[src/rtl/log_seq_ctrl.sv]
// Capture/readout sequencer for the BRAM transmit-data logger: arms a capture,
// waits for memory-full, then streams a programmable address window out on valid/ready.
module log_seq_ctrl #(
    parameter int RAM_WIDTH = 18,
    parameter int RAM_DEPTH = 1024,
    parameter int ADDR_W    = 10,
    parameter int RD_LAT    = 2,
    parameter int TIMEOUT   = 4096
) (
    input  logic                 clk,
    input  logic                 reset,
    input  logic                 i_start,
    input  logic                 i_dump,
    input  logic                 i_abort,
    input  logic [ADDR_W-1:0]    i_rd_base,
    input  logic [ADDR_W:0]      i_rd_count,
    input  logic                 i_mem_full,
    input  logic [RAM_WIDTH-1:0] i_data_log_from_mem,
    input  logic                 i_ready,
    output logic                 o_run_log,
    output logic                 o_read_log,
    output logic [ADDR_W-1:0]    o_addr_log_to_mem,
    output logic [RAM_WIDTH-1:0] o_data,
    output logic                 o_valid,
    output logic                 o_busy,
    output logic                 o_done,
    output logic                 o_error
);

    localparam int TO_W  = $clog2(TIMEOUT);
    localparam int LAT_W = $clog2(RD_LAT + 1);

    typedef enum logic [2:0] {
        S_IDLE,
        S_ARM,
        S_CAPTURE,
        S_FULL,
        S_RD_ADDR,
        S_RD_WAIT,
        S_OUT,
        S_DONE
    } state_t;

    state_t state, state_nx;

    logic [ADDR_W-1:0] addr;
    logic [ADDR_W:0]   remaining;
    logic [TO_W-1:0]   to_cnt;
    logic [LAT_W-1:0]  lat_cnt;

    logic ld_window, to_clr, to_inc, lat_clr, lat_inc;
    logic cap_data, xfer, set_err, clr_err;

    assign o_addr_log_to_mem = addr;

    always_ff @(posedge clk) begin
        if (!reset) state <= S_IDLE;
        else        state <= state_nx;
    end

    always_comb begin
        state_nx   = state;
        o_run_log  = 1'b0;
        o_read_log = 1'b0;
        o_busy     = 1'b0;
        o_done     = 1'b0;
        ld_window  = 1'b0;
        to_clr     = 1'b0;
        to_inc     = 1'b0;
        lat_clr    = 1'b0;
        lat_inc    = 1'b0;
        cap_data   = 1'b0;
        xfer       = 1'b0;
        set_err    = 1'b0;
        clr_err    = 1'b0;

        unique case (state)
            S_IDLE: begin
                if (i_start) begin
                    clr_err  = 1'b1;
                    state_nx = S_ARM;
                end
            end
            S_ARM: begin
                o_run_log = 1'b1;
                o_busy    = 1'b1;
                to_clr    = 1'b1;
                state_nx  = S_CAPTURE;
            end
            S_CAPTURE: begin
                o_busy = 1'b1;
                if (i_mem_full) begin
                    state_nx = S_FULL;
                end else if (to_cnt == TO_W'(TIMEOUT - 1)) begin
                    set_err  = 1'b1;
                    state_nx = S_IDLE;
                end else begin
                    to_inc = 1'b1;
                end
            end
            S_FULL: begin
                if (i_start) begin
                    clr_err  = 1'b1;
                    state_nx = S_ARM;
                end else if (i_dump) begin
                    ld_window = 1'b1;
                    state_nx  = S_RD_ADDR;
                end
            end
            S_RD_ADDR: begin
                o_busy     = 1'b1;
                o_read_log = 1'b1;
                lat_clr    = 1'b1;
                state_nx   = S_RD_WAIT;
            end
            S_RD_WAIT: begin
                o_busy     = 1'b1;
                o_read_log = 1'b1;
                if (lat_cnt == LAT_W'(RD_LAT - 1)) begin
                    cap_data = 1'b1;
                    state_nx = S_OUT;
                end else begin
                    lat_inc = 1'b1;
                end
            end
            S_OUT: begin
                o_busy     = 1'b1;
                o_read_log = 1'b1;
                if (i_ready) begin
                    xfer     = 1'b1;
                    state_nx = (remaining == (ADDR_W+1)'(1)) ? S_DONE : S_RD_ADDR;
                end
            end
            S_DONE: begin
                o_busy   = 1'b1;
                o_done   = 1'b1;
                state_nx = S_FULL;
            end
            default: state_nx = S_IDLE;
        endcase

        // Abort overrides every side effect of the current state, including a timeout error.
        if (i_abort) begin
            state_nx  = S_IDLE;
            ld_window = 1'b0;
            to_clr    = 1'b0;
            to_inc    = 1'b0;
            lat_clr   = 1'b0;
            lat_inc   = 1'b0;
            cap_data  = 1'b0;
            xfer      = 1'b0;
            set_err   = 1'b0;
            clr_err   = 1'b0;
        end
    end

    always_ff @(posedge clk) begin
        if (!reset) begin
            addr      <= '0;
            remaining <= '0;
            to_cnt    <= '0;
            lat_cnt   <= '0;
            o_data    <= '0;
            o_valid   <= 1'b0;
            o_error   <= 1'b0;
        end else begin
            if (to_clr)      to_cnt <= '0;
            else if (to_inc) to_cnt <= to_cnt + TO_W'(1);

            if (lat_clr)      lat_cnt <= '0;
            else if (lat_inc) lat_cnt <= lat_cnt + LAT_W'(1);

            // RAM_DEPTH is a power of two, so the address wraps naturally.
            if (ld_window) begin
                addr      <= i_rd_base;
                remaining <= (i_rd_count == '0) ? (ADDR_W+1)'(RAM_DEPTH) : i_rd_count;
            end else if (xfer) begin
                addr      <= addr + ADDR_W'(1);
                remaining <= remaining - (ADDR_W+1)'(1);
            end

            if (cap_data) o_data <= i_data_log_from_mem;

            if (i_abort)       o_valid <= 1'b0;
            else if (cap_data) o_valid <= 1'b1;
            else if (xfer)     o_valid <= 1'b0;

            if (set_err)      o_error <= 1'b1;
            else if (clr_err) o_error <= 1'b0;
        end
    end

endmodule

[config.mk]
export PLATFORM = sky130hd
export DESIGN_NAME = log_seq_ctrl
export DESIGN_NICKNAME = d
export VERILOG_FILES = /design/src/rtl/log_seq_ctrl.sv
export SDC_FILE = /design/constraint.sdc
export NUM_CORES = 1
export LEC_CHECK = 0
export ABC_AREA = 1
export CORE_MARGIN = 4
export CORE_UTILIZATION = 45
export CTS_BUF_LIST = sky130_fd_sc_hd__clkbuf_8 sky130_fd_sc_hd__clkbuf_16
export CTS_CLUSTER_DIAMETER = 120
export CTS_CLUSTER_SIZE = 30
export DETAILED_ROUTE_END_ITERATION = 10
export MAX_ROUTING_LAYER = met4
export PLACE_DENSITY = 0.73
export SYNTH_ARGS = -nofsm -noshare
export SYNTH_HDL_FRONTEND = slang
export SYNTH_SLANG_ARGS = --single-unit
[constraint.sdc]
create_clock -name clk -period 2.1 [get_ports clk]
set_clock_uncertainty 0.05 [all_clocks]
set_input_delay 0.42 -clock clk [delete_from_list [all_inputs] [get_ports clk]]
set_output_delay 0.42 -clock clk [all_outputs]
set_load 0.005 [all_outputs]
Yosys cells after proc, flatten, opt, wreduce, memory -nomap -nowiden
Index checks and enable logic that the tools add are counted.

storage, ports and cells
  output and inout port bits = 34
  bits of input ports = 46
  register bits after elaboration = 58
  logic and storage cells = 89

operators by class
  add/sub/neg operators = 4
  bitwise gates (word level) = 1
  eq/ne operators = 15
  muxes and demuxes = 49
  reductions and logical operators = 12

operator list
  kind                     count
  $mux W1                  35
  $mux W11                 3
  $pmux W3 S8              1
  $mux W3                  7
  $mux W10                 2
  $add A12 B1 Y12 const B  1
  $eq A12 B12 Y1 const B   1
  $eq A3 B3 Y1 const B     4
  $eq A11 B1 Y1 const B    1
  $logic_not A11 Y1        1
  $sub A11 B1 Y11 const B  1
  $add A10 B1 Y10 const B  1
  $reduce_or A2 Y1         4
  $eq A3 B2 Y1 const B     2
  $ne A2 B2 Y1 const B     3
  $ne A3 B3 Y1 const B     2
  $reduce_bool A2 Y1       3
  $reduce_or A6 Y1         1
  $reduce_and A5 Y1        1
  $eq A3 B1 Y1 const B     1
  $logic_not A3 Y1         1
  $reduce_or A3 Y1         1
  $add A2 B1 Y2 const B    1
  $eq A2 B1 Y1 const B     1
  2 further kinds          2

Logic depth before layout (Yosys ltp)
Gate-level depths: netlist of run 1.

  depth after elaboration = 6
  gate-level depth with buffers = 10
  mapped depth without buffers = 10

Worst setup path after synthesis of run 1
Ideal clock, no wire load.

  path type = flip-flop to flip-flop
  start point = register to_cnt[0]
  end point = register to_cnt[1]
  setup time = 116 ps
  arrival = 1319 ps
  buffers on the path = 1
  required time = 1934 ps
  stages on the path, launching flop included = 10
  period minus slack after synthesis = 1485 ps
  slack = 615 ps
  path through = dfxtp_1 > ha_1 > nand3_1 > nor2_2 > nand3_1 > nand2_2 > inv_2 > buf_6 > nor2_1 > nor2_1

between the ends
  cells in the longest elaborated chain, start to end = 5
  elaborated cells on any way between the ends = 6
  classes of those cells = add/sub: 1; eq/ne: 1; mux: 4

ends and longest elaborated chain
  element                 RTL line  source
  from (decl)             48        logic [TO_W-1:0] to_cnt;
  from (signal assigned)  168       else if (to_inc) to_cnt <= to_cnt + TO_W'(1);
  $eq A12 B12 Y1          94        end else if (to_cnt == TO_W'(TIMEOUT - 1)) begin
  $mux W1                 94
  $mux W1                 92        if (i_mem_full) begin
  $mux W1                 77        unique case (state)
  $mux W1                 143       if (i_abort) begin

Parallel ways exist; a longest one is shown, timed or not.
A chain may end at the register's enable or synchronous reset.

Worst setup path after layout of run 1
  start point = register state[0]
  end point = output port o_run_log

between the ends
  cells in the longest elaborated chain, start to end = 2

ends and longest elaborated chain
  element                 RTL line  source
  from (decl)             44        state_t state, state_nx;
  from (signal assigned)  58        else state <= state_nx;
  $eq A3 B1 Y1            77
  $mux W1                 77
  to (decl)               20        output logic o_run_log,

No other way between the ends.

==> impl_metrics.csv, run 1 <==
group,metric,value,unit
setup_path,cpMaxStageDelayCell,"clkdlybuf4s50_1",
clocking,cts_made_buffers,9,
yosys,synth_edf_count,0,
clocking,path_clk_slew,0.07,ns
route,routedWlPerCell,12.57,microns
yosys,ys_warn_count,0,
setup_path,critPathArrivalTime,1.55,ns
clocking,root_buffer,"clkbuf_8",
setup_path,path_buf_inv,2,
setup_path,cp-startpoint,"state[0]$_SDFFE_PP0P_",
setup_path,start_kind,"flop",
global_routing,grt_pass1_vias,3169,
yosys,synthCells,495,
setup_path,crit_family,"buffers and inverters",
setup_path,worstReg2RegStart,"to_cnt[0]$_SDFFE_PP0P_",
die,fp.coreArea,7253,sq um
final_layout,multiInputGateArea,1852,sq um
setup_path,cp-end-kind,"output pin",
placement,placed_area,4210,sq um
final_layout,areaGrowthSynthToFinish,33.06,%
power_and_ir_drop,leakage,1.841,nW
global_routing,grt_pass1_wl,14.32,mm
route,wirelength,8.612,mm
clocking,htreeDepth,3,
placement,port_buffers,79,
clocking,cts_tree,"yes",
yosys,syn_area_per_cell,6.751,sq um
sta,setup-violations-final,0,
hold_path,min-delay-start,"o_error$_SDFFE_PN0P_",
sta,max_slew_margin,67.17,%
global_routing,grt_max_degree,29,
sta,fin_hold_ws,0.4229,ns
route,drtIter0Drc,154,
run,maxCapViolCount,0,
yosys,ys.flop_type,"dfxtp_1",
yosys,synth_area_leader_cell,"dfxtp_1",
route,vias_per_cell,4.943,
final_layout,area.sequential,1167,sq um
die,fp.dieArea,8869,sq um
placement,gp_congestion,0.9106,
final_layout,final_cell_area,4447,sq um
sta,tightest_slew,0.4919,ns
sta,timing.setup.tns,0,ns
setup_path,cp.required,1.63,ns
yosys,syn_nets,546,
die,die_x,94.18,microns
placement,place_hpwl,6.515,mm
sta,rsz0062_at_grt,"no",
die,die_h,94.18,microns
die,start_util,46.08,%
yosys,synth_top_area_share,34.74,%
clocking,clock_latency,0.33,ns
die,io_pins,80,
global_routing,antenna_found_initial,0,
die,core.rowCount,31,
yosys,ys_seq_elements,58,
hold_path,hold_class,"flop to flop",
setup_path,path_cells,"inv_2 -> nor3_2 -> clkdlybuf4s50_1",
route,drtPass1Iterations,4,
sta,post-route-min-period,2.016,ns
final_layout,n_antenna_cell,0,
route,ant_nets,0,
route,drc_errors,0,
yosys,synth_cell_type_count,37,
setup_path,crit_type,"flop to output pin",
power_and_ir_drop,total_power,2.515,mW
sta,period_share,95.98,%
final_layout,fillerInstances,693,
yosys,async_flop_share,0,%
sta,hold_viol,0,
power_and_ir_drop,vdd_drop_max,0.2915,mV
setup_path,cp_slowest_stage_delay,0.55,ns
sta,fmax,496.1,MHz
yosys,ys_top_cells_by_area,"dfxtp_1 (35%), nand2_1 (14%), nor2_1 (11%)",
setup_path,crit_path_max_fanout,6,
status,outcome,"complete, no violations",
final_layout,fin_nets,632,
yosys,syn_area,3342,sq um
power_and_ir_drop,power_per_cell_area,565.6,nW/um^2
global_routing,gr-total-overflow,0,
clocking,ctsLongestPathBuffers,2,
route,vias,3386,
clocking,clock_sinks,58,
sta,final_max_slew_viol_count,0,
final_layout,drive_above_1_share,11.60,%
global_routing,track_usage,20.69,%
yosys,ys_seq_area_share,34.74,%
cell families (layout without fill, tap and decap cells):
| logic type | count (synthesis) | in the layout | share of synthesized area, % |
|---|---|---|---|
| AOI/OAI and AO/OA | 69 | 69 | 12.06 |
| xor gates and xnor gates | 13 | 13 | 3.407 |
| adders and majority gates | 5 | 5 | 1.872 |
| buffers and inverters | 68 | 159 | 10.18 |
| DFF | 58 | 58 | 34.74 |
| and+or+nand+nor | 282 | 282 | 37.74 |
layout by cell type, fill, tap and decap left out, types with 5 or more instances in the layout:
cell type        netlist  layout
nor3_1                 6       5
clkdlybuf4s50_1        0      79
nand3_1               36      36
a21oi_2               10      11
clkbuf_8               0      10
inv_1                 45      46
dfxtp_1               58      55
nor2_1                94      93
nand4_1                5       5
a31oi_1                5       5
buf_4                  2      12
o21ai_0               30      30
xor2_1                 9       9
ha_1                   5       5
nand2_1              123     123
a21oi_1               16      15
power breakdown:
part           switching (mW)  internal [mW]
logic                   0.121          0.130
registers              0.0124           1.11
clock network           0.452          0.692
total                   0.586           1.93
final timing paths:
kind | slack (ns) | to | cells past startpoint
worst min-delay path | 0.42 | o_error$_SDFFE_PN0P_ | 2
worst min register to register | 0.42 | o_error$_SDFFE_PN0P_ | 2
worst max-delay path | 0.08 | o_run_log | 3
worst max register to register | 0.34 | to_cnt[10]$_SDFFE_PP0P_ | 8
routing by layer:
layer | global-route usage [%] | vias up | part of all wire (%)
met5 | - | - | 0
met4 | 8.183 | 0 | 1.3
met3 | 3.365 | 9 | 5.2
met2 | 35.17 | 82 | 51
met1 | 24.38 | 1547 | 43
li1 | - | 1748 | -
flip-flops by register name, summed over array words and instances, names as in the netlist:
register,count
lat_cnt,2
o_addr_log_to_mem,10
o_data,18
o_error,1
o_valid,1
remaining,11
state,3
to_cnt,12
metrics by stage:
step	worst slack, ns	utilization (%)	instances
2_1_floorplan	0.6149	-	495
3_3_place_gp	0.1788	58.05	669
3_5_place_dp	0.1568	58.05	669
4_1_cts	0.005897	61.20	685
5_1_grt	0.007563	61.31	685
6_report	0.08444	61.31	685
worst reg2reg max path, stage by stage, from the launching register on:
cell and delay, ns:
dfxtp_1 0.41, ha_1 0.27, nand3_1 0.11, nor2_2 0.15
nand3_1 0.13, nand2_2 0.19, inv_2 0.14, o21ai_0 0.10
a21oi_1 0.08
synth_stat cells, types with 2 or more instances:
cell / n
nand2_1: 123
nor2_1: 94
dfxtp_1: 58
inv_1: 45
nand3_1: 36
o21ai_0: 30
a21oi_1: 16
a21oi_2: 10
buf_6: 9
xor2_1: 9
nor3_1: 6
a31oi_1: 5
ha_1: 5
nand4_1: 5
clkbuf_1: 4
xnor2_1: 4
inv_2: 3
inv_4: 3
nand2_2: 3
o21ai_1: 3
buf_4: 2
nand2_4: 2
nand3_4: 2
nor2_2: 2
nor2_4: 2
nor3_2: 2
o21bai_1: 2
cell type report:
class                           instances  share of cell area [%]
Multi-Input combinational cell        369                   41.64
Sequential cell                        58                   26.25
Timing Repair Buffer                   91                   19.81
Inverter                               52                   4.586
Clock buffer                           10                   3.095
Tap cell                               99                   2.786
Clock inverter                          6                   1.829
repair_timing:
action                     CTS  global route
gates resized for setup      4             3
setup endpoints to repair    4             2
buffers inserted             0             0
hold buffers                 0             0
(Power assumes the default switching activity.)
==> run 2: changes to the inputs <==
- REMOVE_ABC_BUFFERS: default -> 1
- SKIP_CTS_REPAIR_TIMING: default -> 1
==> run 2 against run 1 <==
Count of clock-buffer cells in the layout stayed put. Non-clock buffer count is 3 lower. First-iteration DRC count is 10% higher. Die area stayed put. Routed wire length is 1.2% higher. Fmax is 0.93% lower. Largest power group unchanged. Highest routed layer unchanged.
==> impl_metrics.csv, run 2 (synthesis gave the netlist of run 1 again) <==
group,metric,value,unit
status,outcome,"complete, no violations",
final_layout,largest_register_ffs,18,
power_and_ir_drop,power_per_cell_area,569.6,nW/um^2
setup_path,critPathArrivalTime,1.56,ns
clocking,htreeDepth,3,
sta,post-route-min-period,2.035,ns
placement,placed_area,4188,sq um
clocking,clock_latency,0.34,ns
sta,period_share,96.88,%
global_routing,grt_max_degree,29,
die,io_pins,80,
final_layout,drive_above_1_share,11.15,%
final_layout,top_register,"o_data",
clocking,path_clk_slew,0.06,ns
die,start_util,46.08,%
sta,setup-violations-final,0,
clocking,clock_sinks,58,
global_routing,gr-total-overflow,0,
global_routing,grt_pass1_wl,14.59,mm
die,fp.dieArea,8869,sq um
power_and_ir_drop,vdd_drop_max,0.3651,mV
sta,setup_slack,0.06549,ns
setup_path,crit_type,"flop to output pin",
global_routing,use_met3,4.728,%
die,die_x,94.18,microns
die,fp.coreArea,7253,sq um
global_routing,grt-busiest-layer,"met2",
route,drc_errors,0,
global_routing,antenna_found_initial,0,
final_layout,top_regs,"o_data: 18 flops, to_cnt: 12 flops, remaining: 11 flops",
run,maxCapViolCount,0,
setup_path,cp-end-kind,"output pin",
setup_path,start_kind,"flop",
final_layout,area.sequential,1170,sq um
placement,dp.cells,666,
route,routedWlPerCell,12.78,microns
final_layout,final_common_cell,"nand2_1",
placement,port_buffers,79,
placement,gp_congestion,0.9370,
placement,place_hpwl,6.553,mm
clocking,ctsLongestPathBuffers,2,
sta,hold_viol,0,
global_routing,track_usage,20.93,%
sta,timing.setup.tns,0,ns
route,vias_per_cell,4.924,
sta,final_max_slew_viol_count,0,
hold_path,hold_class,"flop to flop",
clocking,cts_tree,"yes",
global_routing,use_met2,36.11,%
global_routing,grt_pass1_vias,3305,
sta,fmax,491.5,MHz
final_layout,fillerInstances,680,
final_layout,final_cell_area,4432,sq um
sta,max_slew_margin,67.17,%
route,drtIter0Drc,170,
global_routing,grt_util_met1,24.57,%
final_layout,multiInputGateArea,1857,sq um
route,wirelength,8.716,mm
die,core.rowCount,31,
route,drtPass1Iterations,5,
clocking,root_buffer,"clkbuf_8",
sta,tightest_slew,0.4919,ns
setup_path,cp.required,1.63,ns
power_and_ir_drop,leakage,1.828,nW
setup_path,crit_path_max_fanout,6,
route,vias,3358,
final_layout,instances_no_fill,682,
route,ant_nets,0,
final_layout,areaGrowthSynthToFinish,32.61,%
clocking,cts_made_buffers,9,
final_layout,n_antenna_cell,0,
placement,pre_cts_ws,0.05416,ns
final_layout,final_cell_mix,"nand2_1 (123), nor2_1 (93), clkdlybuf4s50_1 (79), dfxtp_1 (55), inv_1 (46)",
final_layout,fin_nets,629,
die,die_h,94.18,microns
[run 2: cell types whose count changed in the layout (fill, tap and decap cells not counted), sizes merged]
| cell | delta |
|---|---|
| buf | -3 |
[run 2: metal layers]
metal,wire [microns],share of wire [%]
met2,4396,50
met3,444,5.1
met1,3777,43
met4,99,1.1
met5,0,0
[run 2: final timing paths]
path | startpoint | to | slack (ns) | depth (start not counted)
worst max-delay path | state[0]$_SDFFE_PP0P_ | o_run_log | 0.07 | 3
worst min-delay path | o_error$_SDFFE_PN0P_ | o_error$_SDFFE_PN0P_ | 0.43 | 2
worst min register to register | o_error$_SDFFE_PN0P_ | o_error$_SDFFE_PN0P_ | 0.43 | 2
worst max register to register | to_cnt[0]$_SDFFE_PP0P_ | to_cnt[9]$_SDFFE_PP0P_ | 0.26 | 8
[run 2: worst max-delay path, stage by stage (launching register included)]
cell             delay (ns)
dfxtp_2                0.41
inv_2                  0.11
nor3_2                 0.16
clkdlybuf4s50_1        0.55
[run 2: layout make-up]
class                      count  share of cell area (%)
sequential                    58                   26.40
timing repair buffer          88                   19.37
tap                           99                   2.795
clock buffer                  10                   3.106
inverter                      52                   4.602
multi-input combinational    369                   41.90
clock inverter                 6                   1.835
[run 2: power breakdown]
part	internal, mW	switching, mW
Combinational	0.129	0.119
Clock	0.692	0.462
Sequential	1.11	0.0165
[run 2: per-stage QoR]
step | util, % | total power [mW] | hold slack [ns]
6_report | 61.10 | 2.524 | 0.4289
2_1_floorplan | - | 1.246 | 0.3930
4_1_cts | 60.76 | 2.534 | 0.4354
3_5_place_dp | 57.74 | 1.388 | 0.4171
5_1_grt | 61.10 | 2.620 | 0.4661
3_3_place_gp | 57.74 | 1.384 | 0.4058
